`src/rtl/ac97_pkg.sv`:
```
// Frame geometry, tag bit positions and state type shared by the AC97 serial receive logic.
// Bit indices count from the first SDI bit after the sync rising edge (slot 0 bit 15 = index 0).
package ac97_pkg;

  localparam int FrameBits = 256;
  localparam int Slot0Bits = 16;
  localparam int SlotBits  = 20;

  localparam int Slot0Start = 0;
  localparam int Slot0End   = Slot0Start + Slot0Bits - 1;  // 15
  localparam int Slot1Start = Slot0End + 1;                // 16
  localparam int Slot1End   = Slot1Start + SlotBits - 1;   // 35
  localparam int Slot2Start = Slot1End + 1;                // 36
  localparam int Slot2End   = Slot2Start + SlotBits - 1;   // 55
  localparam int Slot3Start = Slot2End + 1;                // 56
  localparam int Slot3End   = Slot3Start + SlotBits - 1;   // 75
  localparam int Slot4Start = Slot3End + 1;                // 76
  localparam int Slot4End   = Slot4Start + SlotBits - 1;   // 95

  // Slot 0 tag layout: bit 15 = codec ready, bit (15-N) = slot N valid.
  localparam int TagReadyBit = 15;

  function automatic int tag_valid_bit(input int slot);
    return TagReadyBit - slot;
  endfunction

  localparam int TagSlot1Bit = tag_valid_bit(1);
  localparam int TagSlot2Bit = tag_valid_bit(2);
  localparam int TagSlot3Bit = tag_valid_bit(3);
  localparam int TagSlot4Bit = tag_valid_bit(4);

  typedef enum logic {
    IDLE = 1'b0,
    RUN  = 1'b1
  } state_t;

endpackage

```
`src/rtl/ac97_sdi_receiver.sv`:
```
// AC97 SDI frame deserialiser: tracks frame alignment from sync rising edges and extracts
// the slot 0 tag, the status register read-back (slots 1/2) and the stereo PCM pair (slots 3/4).
module ac97_sdi_receiver
  import ac97_pkg::*;
#(
  parameter int PcmWidth = 20,
  parameter int TagCheck = 1
) (
  input  logic                CLK,
  input  logic                Rst,
  input  logic                AC97SDI,
  input  logic                AC97Sync,
  output logic                CodecReady,
  output logic                StatusValid,
  output logic [6:0]          StatusAddr,
  output logic [15:0]         StatusData,
  output logic                PcmValid,
  output logic [PcmWidth-1:0] PcmLeft,
  output logic [PcmWidth-1:0] PcmRight,
  output logic                SyncError
);

  state_t                state;
  logic [7:0]            cnt;
  logic                  sync_prev;
  logic [SlotBits-2:0]   shift;
  logic [4:1]            tag_valid;
  logic [6:0]            slot1_addr;
  logic [PcmWidth-1:0]   slot3_hold;

  logic                  frame_start;
  logic [SlotBits-1:0]   word;
  logic                  status_ok;
  logic                  pcm_ok;

  // word is the slot assembled including the bit sampled in this cycle
  assign frame_start = AC97Sync && !sync_prev;
  assign word        = {shift, AC97SDI};
  assign status_ok   = CodecReady && ((TagCheck == 0) || (tag_valid[1] && tag_valid[2]));
  assign pcm_ok      = CodecReady && ((TagCheck == 0) || (tag_valid[3] && tag_valid[4]));

  always_ff @(posedge CLK or posedge Rst) begin
    if (Rst) begin
      state       <= IDLE;
      cnt         <= 8'd0;
      sync_prev   <= 1'b0;
      shift       <= '0;
      tag_valid   <= '0;
      slot1_addr  <= '0;
      slot3_hold  <= '0;
      CodecReady  <= 1'b0;
      StatusValid <= 1'b0;
      StatusAddr  <= '0;
      StatusData  <= '0;
      PcmValid    <= 1'b0;
      PcmLeft     <= '0;
      PcmRight    <= '0;
      SyncError   <= 1'b0;
    end else begin
      sync_prev   <= AC97Sync;
      StatusValid <= 1'b0;
      PcmValid    <= 1'b0;
      SyncError   <= 1'b0;

      case (state)
        IDLE: begin
          if (frame_start) begin
            state <= RUN;
            cnt   <= 8'd1;
            shift <= {{(SlotBits-2){1'b0}}, AC97SDI};
          end
        end

        RUN: begin
          if (frame_start) begin
            // A sync edge anywhere but index 0 abandons the partial frame.
            if (cnt != 8'd0) SyncError <= 1'b1;
            cnt   <= 8'd1;
            shift <= {{(SlotBits-2){1'b0}}, AC97SDI};
          end else if (cnt == 8'd0) begin
            SyncError  <= 1'b1;
            state      <= IDLE;
            CodecReady <= 1'b0;
          end else begin
            cnt   <= cnt + 8'd1;
            shift <= word[SlotBits-2:0];

            if (cnt == 8'(Slot0End)) begin
              CodecReady   <= word[TagReadyBit];
              tag_valid[1] <= word[TagSlot1Bit];
              tag_valid[2] <= word[TagSlot2Bit];
              tag_valid[3] <= word[TagSlot3Bit];
              tag_valid[4] <= word[TagSlot4Bit];
            end

            if (cnt == 8'(Slot1End)) slot1_addr <= word[18:12];

            if (cnt == 8'(Slot2End) && status_ok) begin
              StatusValid <= 1'b1;
              StatusAddr  <= slot1_addr;
              StatusData  <= word[19:4];
            end

            // Left is parked until right arrives so both update together.
            if (cnt == 8'(Slot3End)) slot3_hold <= word[SlotBits-1 -: PcmWidth];

            if (cnt == 8'(Slot4End) && pcm_ok) begin
              PcmValid <= 1'b1;
              PcmLeft  <= slot3_hold;
              PcmRight <= word[SlotBits-1 -: PcmWidth];
            end
          end
        end

        default: state <= IDLE;
      endcase
    end
  end

endmodule

```
`config.mk`:
```
export PLATFORM = sky130hd
export DESIGN_NAME = ac97_sdi_receiver
export DESIGN_NICKNAME = d
export VERILOG_FILES = /design/src/rtl/ac97_pkg.sv /design/src/rtl/ac97_sdi_receiver.sv
export SDC_FILE = /design/constraint.sdc
export NUM_CORES = 1
export LEC_CHECK = 0
export ABC_AREA = 1
export BUFFER_PORTS_ARGS = -buffer_cell sky130_fd_sc_hd__clkbuf_2
export CORE_MARGIN = 2
export CORE_UTILIZATION = 60
export DETAILED_ROUTE_END_ITERATION = 10
export HOLD_SLACK_MARGIN = 0.08
export PLACE_DENSITY = 0.8
export SLEW_MARGIN = 20
export SYNTH_ARGS = -nofsm -noshare
export SYNTH_HDL_FRONTEND = slang
export SYNTH_SLANG_ARGS = --single-unit
export TNS_END_PERCENT = 20
```
`constraint.sdc`:
```
create_clock -name CLK -period 5.8 [get_ports CLK]
set_input_delay 0.58 -clock CLK [delete_from_list [all_inputs] [get_ports CLK]]
set_output_delay 0.58 -clock CLK [all_outputs]
set_load 0.05 [all_outputs]
```
==> flow_summary.ini <==
[power_and_ir_drop]
p_per_area_nw_per_um2 = 382
ir_drop_mv = 0.246
leakagePower_nw = 3.63

[clock_tree]
cts_hold_repair.buffers = 0
post_cts_buffers = 0
cts_sinks = 127
cts_tree = yes
htree_levels = 4
ctsResizeCount = 0
cts_root_buf = clkbuf_8
clkSlewWorstSetupHoldPaths_ps = 60
clkLatencyLatePin_ps = 510
cts_buffers = 17
cts_buffer_depth = 2

[drt]
postRouteAntennaNets = 0
drcViolationCount = 0
first_pass_iters = 6
wl_per_cell_um = 16.5
drt-total-wl_um = 13100
drt_first_iter_violations = 413
via_per_inst = 5.95
via_count = 4721

[die]
initial_core_util_pct = 62.5
dieWidth_um = 99.5
die_area_um2 = 9900
std_cell_rows = 34
io_pins = 71
core_um2 = 8760
die_h_um = 99.5

[timing]
timing.setup.tns_ps = 0
drv_slew = 0
max_freq_mhz = 305
clock_skew_ps = 4.73
slew_headroom_pct = 37.4
worst_slew_pin_slew_ps = 933
finalSetupViolations = 0
period_needed_ps = 3280
hold_viol_final = 0
rsz0062_at_grt = false
fin_crit_sh_pct = 56.5

[cells_and_area]
nets = 681
stdcell_area_um2 = 6450
area_delta_synth_final_pct = 17.9
diodes = 0
drive_above_1_share_pct = 18.0

[worst_setup_path]
critPathLaunchType = flop
worstPathMaxFanout = 70
cp-end-kind = flop
worstPathRequired_ps = 6250
arrival_ps = 3730
criticalPathCategory = reg2reg

[yosys]
yosys.area_share.simple_pct = 34.8
syn_area_um2 = 5470
synth_cell_types = 24
yosysWarnings = 0
synth_edf_count = 0
syn_nets = 627
synthMuxAreaShare_pct = 0
synth_fa_ha_area_share_pct = 1.14
synth_top_family_by_area = simple AND/OR/NAND/NOR gates
ys_seq_area_share_pct = 58.1
postSynthCellCount = 618
ys_ff_latch = 127
synthXorXnorAreaFrac_pct = 0
synth-compound-area-share_pct = 0.572
synth_flop_cell = dfrtp_1
synthArstFlopShare_pct = 100
avgSynthCellArea_um2 = 8.86

[global_route]
antenna_found_initial = 0
gr-total-overflow = 0
grt.total_usage_pct = 28.4
grt_max_degree = 71
grt_pass1_vias = 4395
grt_pass1_wl_um = 22000

[place]
numPortBuffers = 70
dpl_cell_area_um2 = 5810
hpwlAfterDp_um = 7940
gp_congestion = 0.894

[flow_run]
timing.max_cap.violations = 0

[run_status]
outcome = completed

[min_path]
min_path_type = in2async
-- final timing paths --
path / end / slack, ps / cells past startpoint / startpoint
min: PcmLeft[5] / 170 / 2 / Rst
max reg2reg: StatusData[2] / 2520 / 9 / sync_prev
max in group asynchronous: slot3_hold[4] / 4330 / 3 / Rst
min reg2reg: StatusData[7] / 470 / 2 / StatusData[7]
min in group CLK: sync_prev / 180 / 1 / AC97Sync
max: StatusData[2] / 2520 / 9 / sync_prev
-- sequential cells by signal, summed over array words and instances (netlist names) --
register / flops
StatusData: 16
state: 1
PcmValid: 1
shift: 19
slot3_hold: 20
StatusValid: 1
CodecReady: 1
PcmRight: 20
cnt: 8
sync_prev: 1
slot1_addr: 7
StatusAddr: 7
PcmLeft: 20
tag_valid: 4
SyncError: 1
-- critical path, stage by stage, from the launching register on --
cell and delay, ps:
dfrtp_1 360, nor2_1 180, clkinv_1 760, ha_1 540
nand2_1 90, clkinv_1 60, buf_4 310, nand2_1 620
nand2_1 130, nand2_1 90
-- stage by stage --
step	instances	total power [mW]	worst slack (ps)	utilization [%]	hold slack, ps
2_1_floorplan	618	1.28	1840	-	442
3_3_place_gp	761	1.32	2380	66.3	454
3_5_place_dp	761	1.32	2230	66.3	458
4_1_cts	793	2.47	2520	73.7	172
5_1_grt	793	2.56	2180	73.7	178
6_report	793	2.46	2520	73.7	173
-- cell families after synthesis --
| logic type | count (synthesis) |
|---|---|
| adders and majority gates | 5 |
| DFF | 127 |
| and+or+nand+nor | 419 |
| buffers and inverters | 63 |
| AOI/OAI and AO/OA | 4 |
-- power by group --
group	internal (mW)	switching (mW)
clock	0.748	0.392
combinational	0.0722	0.274
sequential	0.917	0.0597
total	1.74	0.726
-- area by class of cell --
cell class / count / area [µm²]
flip-flops and latches: 127 / 3180
fillers: 657 / 2310
repair buffers: 79 / 418
clock buffers: 21 / 469
inverters: 19 / 73.8
clock inverters: 11 / 178
well taps: 108 / 135
multi-input cells: 428 / 2000
-- placed cells by master (no fill, tap or decap) --
cell type and n:
nand2_1 242, dfrtp_1 127, nand3_1 80, nand4_1 76
clkbuf_2 70, clkbuf_16 16, inv_1 13, nor2_1 11
buf_4 9, ha_1 5, clkbuf_8 5, bufinv_16 4
clkinv_1 3, clkinvlp_4 3, inv_2 2, nor2_4 2
nor2_2 2, o21ai_0 2, clkinv_4 2, inv_6 2
nand3_2 1, nor3_2 1, and3_1 1, nand2_2 1
nand2_4 1, o21ai_4 1, nor3_1 1, inv_4 1
a21oi_1 1
-- Yosys cell counts, types with 2 or more instances --
cell,count,area [µm²]
nand2_1,242,908
dfrtp_1,127,3180
nand3_1,80,400
nand4_1,76,475
buf_2,29,145
inv_1,14,52.6
nor2_1,12,45.0
clkbuf_1,10,37.5
ha_1,5,62.6
buf_6,3,33.8
clkinv_1,3,11.3
inv_2,2,7.51
nor2_4,2,22.5
nor3_1,2,10.0
o21ai_0,2,10.0
-- per-layer routing --
layer / routed length [µm] / vias to the layer above / GRT usage (%) / share of wire, %
met5: 0 / - / 0 / 0
met4: 185 / 0 / 9.27 / 1.4
met3: 935 / 25 / 6.11 / 7.1
met2: 6480 / 220 / 45.2 / 49
met1: 5500 / 2290 / 39.5 / 42
li1: - / 2186 / - / -
(Power assumes the default switching activity.)
